**config.mk**
```make
export PLATFORM = sky130hd
export DESIGN_NAME = rr_arbiter_16
export DESIGN_NICKNAME = d
export VERILOG_FILES = /design/src/rtl/arb_pkg.sv /design/src/rtl/rr_pick_16.sv /design/src/rtl/rr_arbiter_16.sv
export SDC_FILE = /design/constraint.sdc
export NUM_CORES = 1
export LEC_CHECK = 0
export BUFFER_PORTS_ARGS = -buffer_cell sky130_fd_sc_hd__buf_2
export CAP_MARGIN = 40
export CELL_PAD_IN_SITES_DETAIL_PLACEMENT = 0
export CELL_PAD_IN_SITES_GLOBAL_PLACEMENT = 1
export CORE_AREA = 2 2 71 73
export DETAILED_ROUTE_END_ITERATION = 8
export DIE_AREA = 0 0 73 75
export GPL_ROUTABILITY_DRIVEN = 0
export GPL_TIMING_DRIVEN = 0
export PLACE_DENSITY_LB_ADDON = 0.25
export SLEW_MARGIN = 20
export SYNTH_ARGS = -nofsm -noshare
export SYNTH_HDL_FRONTEND = slang
export SYNTH_SLANG_ARGS = --single-unit
```
**constraint.sdc**
```tcl
create_clock -name clk -period 9.1 [get_ports clk]
set_input_delay 0.91 -clock clk [delete_from_list [all_inputs] [get_ports clk]]
set_output_delay 0.91 -clock clk [all_outputs]
set_load 0.005 [all_outputs]
```
**src/rtl/arb_pkg.sv**
```systemverilog
// Shared types and sizes for the 16-way round-robin arbiter.
// Latency: n/a (declarations only).
// Backpressure: n/a.
package arb_pkg;

    localparam int NREQ  = 16;
    localparam int IDX_W = 4;

    typedef enum logic [1:0] {
        ST_IDLE = 2'd0,
        ST_BUSY = 2'd1,
        ST_GAP  = 2'd2
    } arb_state_t;

endpackage

```
**src/rtl/rr_pick_16.sv**
```systemverilog
// Round-robin winner search: first set request at or after ptr, wrapping 15->0.
// Latency: purely combinational.
// Backpressure: none; win_vld low when no request is set.
module rr_pick_16
    import arb_pkg::*;
(
    input  logic [NREQ-1:0]  req,
    input  logic [IDX_W-1:0] ptr,
    output logic [IDX_W-1:0] win_idx,
    output logic             win_vld
);

    logic [NREQ-1:0]  rot;
    logic [IDX_W-1:0] off;

    // Rotate so that bit ptr lands at position 0; the doubled vector makes the wrap free.
    assign rot = NREQ'({req, req} >> ptr);

    // Lowest set bit of the rotated vector is the offset from ptr to the winner.
    always_comb begin
        off     = '0;
        win_vld = |rot;
        for (int i = NREQ - 1; i >= 0; i--) begin
            if (rot[i]) begin
                off = IDX_W'(i);
            end
        end
    end

    // Undo the rotation; 4-bit addition wraps modulo 16.
    assign win_idx = ptr + off;

endmodule

```
**src/rtl/rr_arbiter_16.sv**
```systemverilog
// 16-requester round-robin arbiter with hold-while-requested grants and a dead GAP cycle on release.
// Latency: request in IDLE -> registered grant after 1 edge; release -> next grant earliest 3 edges later.
// Backpressure: enable low blocks new grants and drops the current one; optional ARB_TIMEOUT_EN forces release.
module rr_arbiter_16
    import arb_pkg::*;
#(
    parameter int MAX_HOLD = 64
) (
    input  logic              clk,
    input  logic              rst,
    input  logic              enable,
    input  logic [NREQ-1:0]   req,
    output logic [NREQ-1:0]   grant,
    output logic [IDX_W-1:0]  grant_idx,
    output logic              grant_vld,
    output logic              timeout
);

    arb_state_t       state, state_nxt;
    logic [IDX_W-1:0] ptr, ptr_nxt;
    logic [IDX_W-1:0] idx_q, idx_nxt;
    logic             vld_q, vld_nxt;
    logic [IDX_W-1:0] win_idx;
    logic             win_vld;

`ifdef ARB_TIMEOUT_EN
    localparam logic [7:0] HOLD_LIM = 8'(MAX_HOLD - 1);
    logic [7:0] hold_cnt, hold_nxt;
    logic       to_q, to_nxt;
`endif

    rr_pick_16 u_pick (
        .req     (req),
        .ptr     (ptr),
        .win_idx (win_idx),
        .win_vld (win_vld)
    );

    // Next-state and next-output logic; other requesters are ignored while BUSY.
    always_comb begin
        state_nxt = state;
        ptr_nxt   = ptr;
        idx_nxt   = idx_q;
        vld_nxt   = vld_q;
`ifdef ARB_TIMEOUT_EN
        hold_nxt  = hold_cnt;
        to_nxt    = 1'b0;
`endif
        case (state)
            ST_IDLE: begin
                if (enable && win_vld) begin
                    state_nxt = ST_BUSY;
                    idx_nxt   = win_idx;
                    vld_nxt   = 1'b1;
                    ptr_nxt   = win_idx + 1'b1;
`ifdef ARB_TIMEOUT_EN
                    hold_nxt  = '0;
`endif
                end
            end
            ST_BUSY: begin
                // A voluntary release wins over the hold limit, so timeout stays quiet then.
                if (!enable || !req[idx_q]) begin
                    state_nxt = ST_GAP;
                    vld_nxt   = 1'b0;
                end
`ifdef ARB_TIMEOUT_EN
                else if (hold_cnt == HOLD_LIM) begin
                    state_nxt = ST_GAP;
                    vld_nxt   = 1'b0;
                    to_nxt    = 1'b1;
                end else begin
                    hold_nxt  = hold_cnt + 8'd1;
                end
`endif
            end
            ST_GAP: begin
                state_nxt = ST_IDLE;
            end
            default: begin
                state_nxt = ST_IDLE;
                vld_nxt   = 1'b0;
            end
        endcase
    end

    // State, priority pointer and registered grant; reset wins even mid-grant.
    always_ff @(posedge clk) begin
        if (rst) begin
            state <= ST_IDLE;
            ptr   <= '0;
            idx_q <= '0;
            vld_q <= 1'b0;
        end else begin
            state <= state_nxt;
            ptr   <= ptr_nxt;
            idx_q <= idx_nxt;
            vld_q <= vld_nxt;
        end
    end

`ifdef ARB_TIMEOUT_EN
    // Hold counter and the registered forced-release pulse.
    always_ff @(posedge clk) begin
        if (rst) begin
            hold_cnt <= '0;
            to_q     <= 1'b0;
        end else begin
            hold_cnt <= hold_nxt;
            to_q     <= to_nxt;
        end
    end

    assign timeout = to_q;
`else
    // Without the hold limit no owner is ever forced out; constant 0 for any legal MAX_HOLD.
    assign timeout = (MAX_HOLD == 0);
`endif

    // One-hot grant decoded from the registered index, so it can never carry two bits.
    assign grant     = vld_q ? (NREQ'(1) << idx_q) : '0;
    assign grant_idx = idx_q;
    assign grant_vld = vld_q;

endmodule

```
==> flow_metrics.env <==
export IMPL_cts_buffers=3
export IMPL_max_cap_violations=0
export IMPL_syn_nets=246
export IMPL_insertion_delay_ns=0.24
export IMPL_fin_skew_ns=0.000825
export IMPL_leakage_nw=0.955
export IMPL_ff2ff_setup_slack_ns=5.02
export IMPL_grt_pass1_vias=1832
export IMPL_worstSetupEndpointType="register"
export IMPL_core_mm2=0.00466
export IMPL_clockBufferDepth=2
export IMPL_antennaDiodeCount=0
export IMPL_io_pins=41
export IMPL_clock_fmax_ghz=0.241
export IMPL_drc_errors=0
export IMPL_dieArea_mm2=0.00548
export IMPL_start_util_pct=45.2
export IMPL_synth_edf_count=0
export IMPL_cts_setup_buffers=0
export IMPL_timing_final_crit_share_pct=45.6
export IMPL_p_per_area_mw_per_mm2=285
export IMPL_die_y_um=75
export IMPL_row_count=25
export IMPL_clkTransAtPathRegs_ns=0.06
export IMPL_path_class="primary input to register"
export IMPL_netlist_area_mm2=0.00211
export IMPL_required_ns=9.21
export IMPL_setup_ws_ns=4.95
export IMPL_totalWireLength_mm=5.61
export IMPL_drt_iter0_markers=79
export IMPL_ctsHoldBuffers=0
export IMPL_synth_seq_cells=11
export IMPL_setup_viol=0
export IMPL_placed_area_mm2=0.00237
export IMPL_start_kind="primary input"
export IMPL_hold_viol=0
export IMPL_ys_top_cells_by_area="mux2i_1 (13%), mux4_2 (13%), mux4_1 (11%), dfxtp_1 (10%), mux2_2 (5.3%)"
export IMPL_pre_cts_ws_ns=4.71
export IMPL_layout_drive_gt1_share_pct=31.7
export IMPL_ys_async_sr_fraction_pct=0
export IMPL_cts_resized=0
export IMPL_worstPathMaxFanout=7
export IMPL_die_x_um=73
export IMPL_yosysTopAreaCell="mux2i_1"
export IMPL_outcome="finished clean"
export IMPL_synthCells=222
export IMPL_syn_area_per_cell_um2=9.50
export IMPL_slew_viol_final=0
export IMPL_vias=1966
export IMPL_crit_arrival_ns=4.26
export IMPL_grt_pass1_wl_mm=9.50
export IMPL_rsz0062_at_grt="no"
export IMPL_antenna_found_initial=0
export IMPL_gr_total_overflow=0
export IMPL_syn2layout_area_growth_pct=14.7
export IMPL_clock_root_buffer="clkbuf_8"
export IMPL_n_fill_cell=440
export IMPL_synth_main_ff_cell="dfxtp_1"
export IMPL_finalInstanceArea_mm2=0.00242
export IMPL_fin_nets=290
export IMPL_yosysSeqAreaShare_pct=10.4
export IMPL_ant_nets=0
export IMPL_mostFrequentLayoutCells="buf_2 (41), nor2_1 (29), mux2i_1 (27)"
export IMPL_yosys_warnings=0
export IMPL_dp_hpwl_mm=4.37
export IMPL_htree_num_levels=1
export IMPL_viasPerCell=6.16
export IMPL_hp_class="register to register"
export IMPL_place_port_buffers=39
export IMPL_grt_total_usage_pct=22.2
export IMPL_grt_max_degree=11
export IMPL_yosysTopAreaCellShare_pct=12.8
export IMPL_wl_per_cell_um=17.6
export IMPL_first_pass_iters=5
export IMPL_ir_drop_mv=0.113
export IMPL_final_util_pct=51.9
export IMPL_power_w=0.000690
export IMPL_mostFrequentLayoutCell="buf_2"
export IMPL_cts_sinks=11
export IMPL_tns_ns=0
export IMPL_synth_distinct_cells=51
export IMPL_min_period_ns=4.15
export IMPL_tritoncts="yes"
-- path summary, 6_finish.rpt --
path                            startpoint  endpoint  cells past startpoint
worst max-delay path                req[2]    ptr[3]                     17
worst min register to register    state[1]  state[1]                      1
worst min-delay path              state[1]  state[1]                      1
worst max register to register      ptr[2]    ptr[3]                     17
-- logic make-up (layout without fill, tap and decap cells) --
| group | after synthesis | in the layout | share of synthesized area [%] |
|---|---|---|---|
| multiplexers | 67 | 67 | 47.3 |
| AND/OR/NAND/NOR | 66 | 66 | 15.1 |
| AO/OA/AOI/OAI | 46 | 46 | 15.5 |
| buffers and inverters | 22 | 65 | 6.41 |
| flip-flops | 11 | 11 | 10.4 |
| adder cells (fa/ha/maj) | 5 | 5 | 3.32 |
| XOR/XNOR | 4 | 4 | 1.66 |
| other | 1 | 1 | 0.178 |
-- power by group --
group          leakage [nW]  switching, W  internal (W)
logic                 0.839      0.000299      0.000263
registers            0.0904     0.0000153     0.0000612
clock network        0.0255     0.0000214     0.0000303
-- Yosys cell counts, types with 3 or more instances --
library cell	count
mux4_2	12
nor3_1	7
clkbuf_1	5
xor2_1	3
ha_1	4
mux4_1	9
o21ai_1	5
mux2_1	7
nand2_1	9
nor2_1	29
o22ai_1	3
a32o_1	4
o21ai_0	5
nor2b_1	4
a211oi_1	4
a21oi_1	12
inv_1	6
buf_4	5
mux2_2	10
nand3_1	3
dfxtp_1	11
mux2i_1	27
-- metrics by stage --
stage | hold WS, ns | instances
finish | 0.456 | 319
global route | 0.477 | 319
CTS | 0.458 | 319
detailed placement | 0.450 | 315
global placement | 0.440 | 315
floorplan | 0.421 | 222
-- metal layers --
metal	vias up	GRT usage [%]	part of all wire (%)
met2	49	36.4	47
li1	953	-	-
met1	964	32.5	49
met5	-	0	0
met3	0	2.54	3.2
met4	0	2.88	0
-- sequential cells by signal, summed over array words and instances, names as in the netlist --
signal and count:
ptr 4, state 2, grant_vld 1, grant_idx 4
-- worst max-delay path, stage by stage --
cell      delay (ns)
buf_2           0.14
mux4_1          0.58
mux2_2          0.31
nor2_1          0.23
a21oi_1         0.12
o221ai_1        0.18
a21oi_1         0.11
o21ai_1         0.12
a32o_1          0.24
ha_1            0.25
a21o_1          0.18
a21oi_1         0.17
xnor2_1         0.20
xor2_1          0.23
nor4_1          0.07
o22ai_1         0.15
a21oi_1         0.08
-- layout make-up --
type                            count  area [µm²]  area share [%]
Multi-Input combinational cell    189        1750            72.5
Sequential cell                    11         220            9.11
Timing Repair Buffer               39         195            8.07
Buffer                             16         113            4.66
Tap cell                           54        67.6            2.80
Clock buffer                        3        41.3            1.71
Inverter                            6        22.5           0.932
Clock inverter                      1        5.00           0.207
Power figures use the tool's default switching activity.
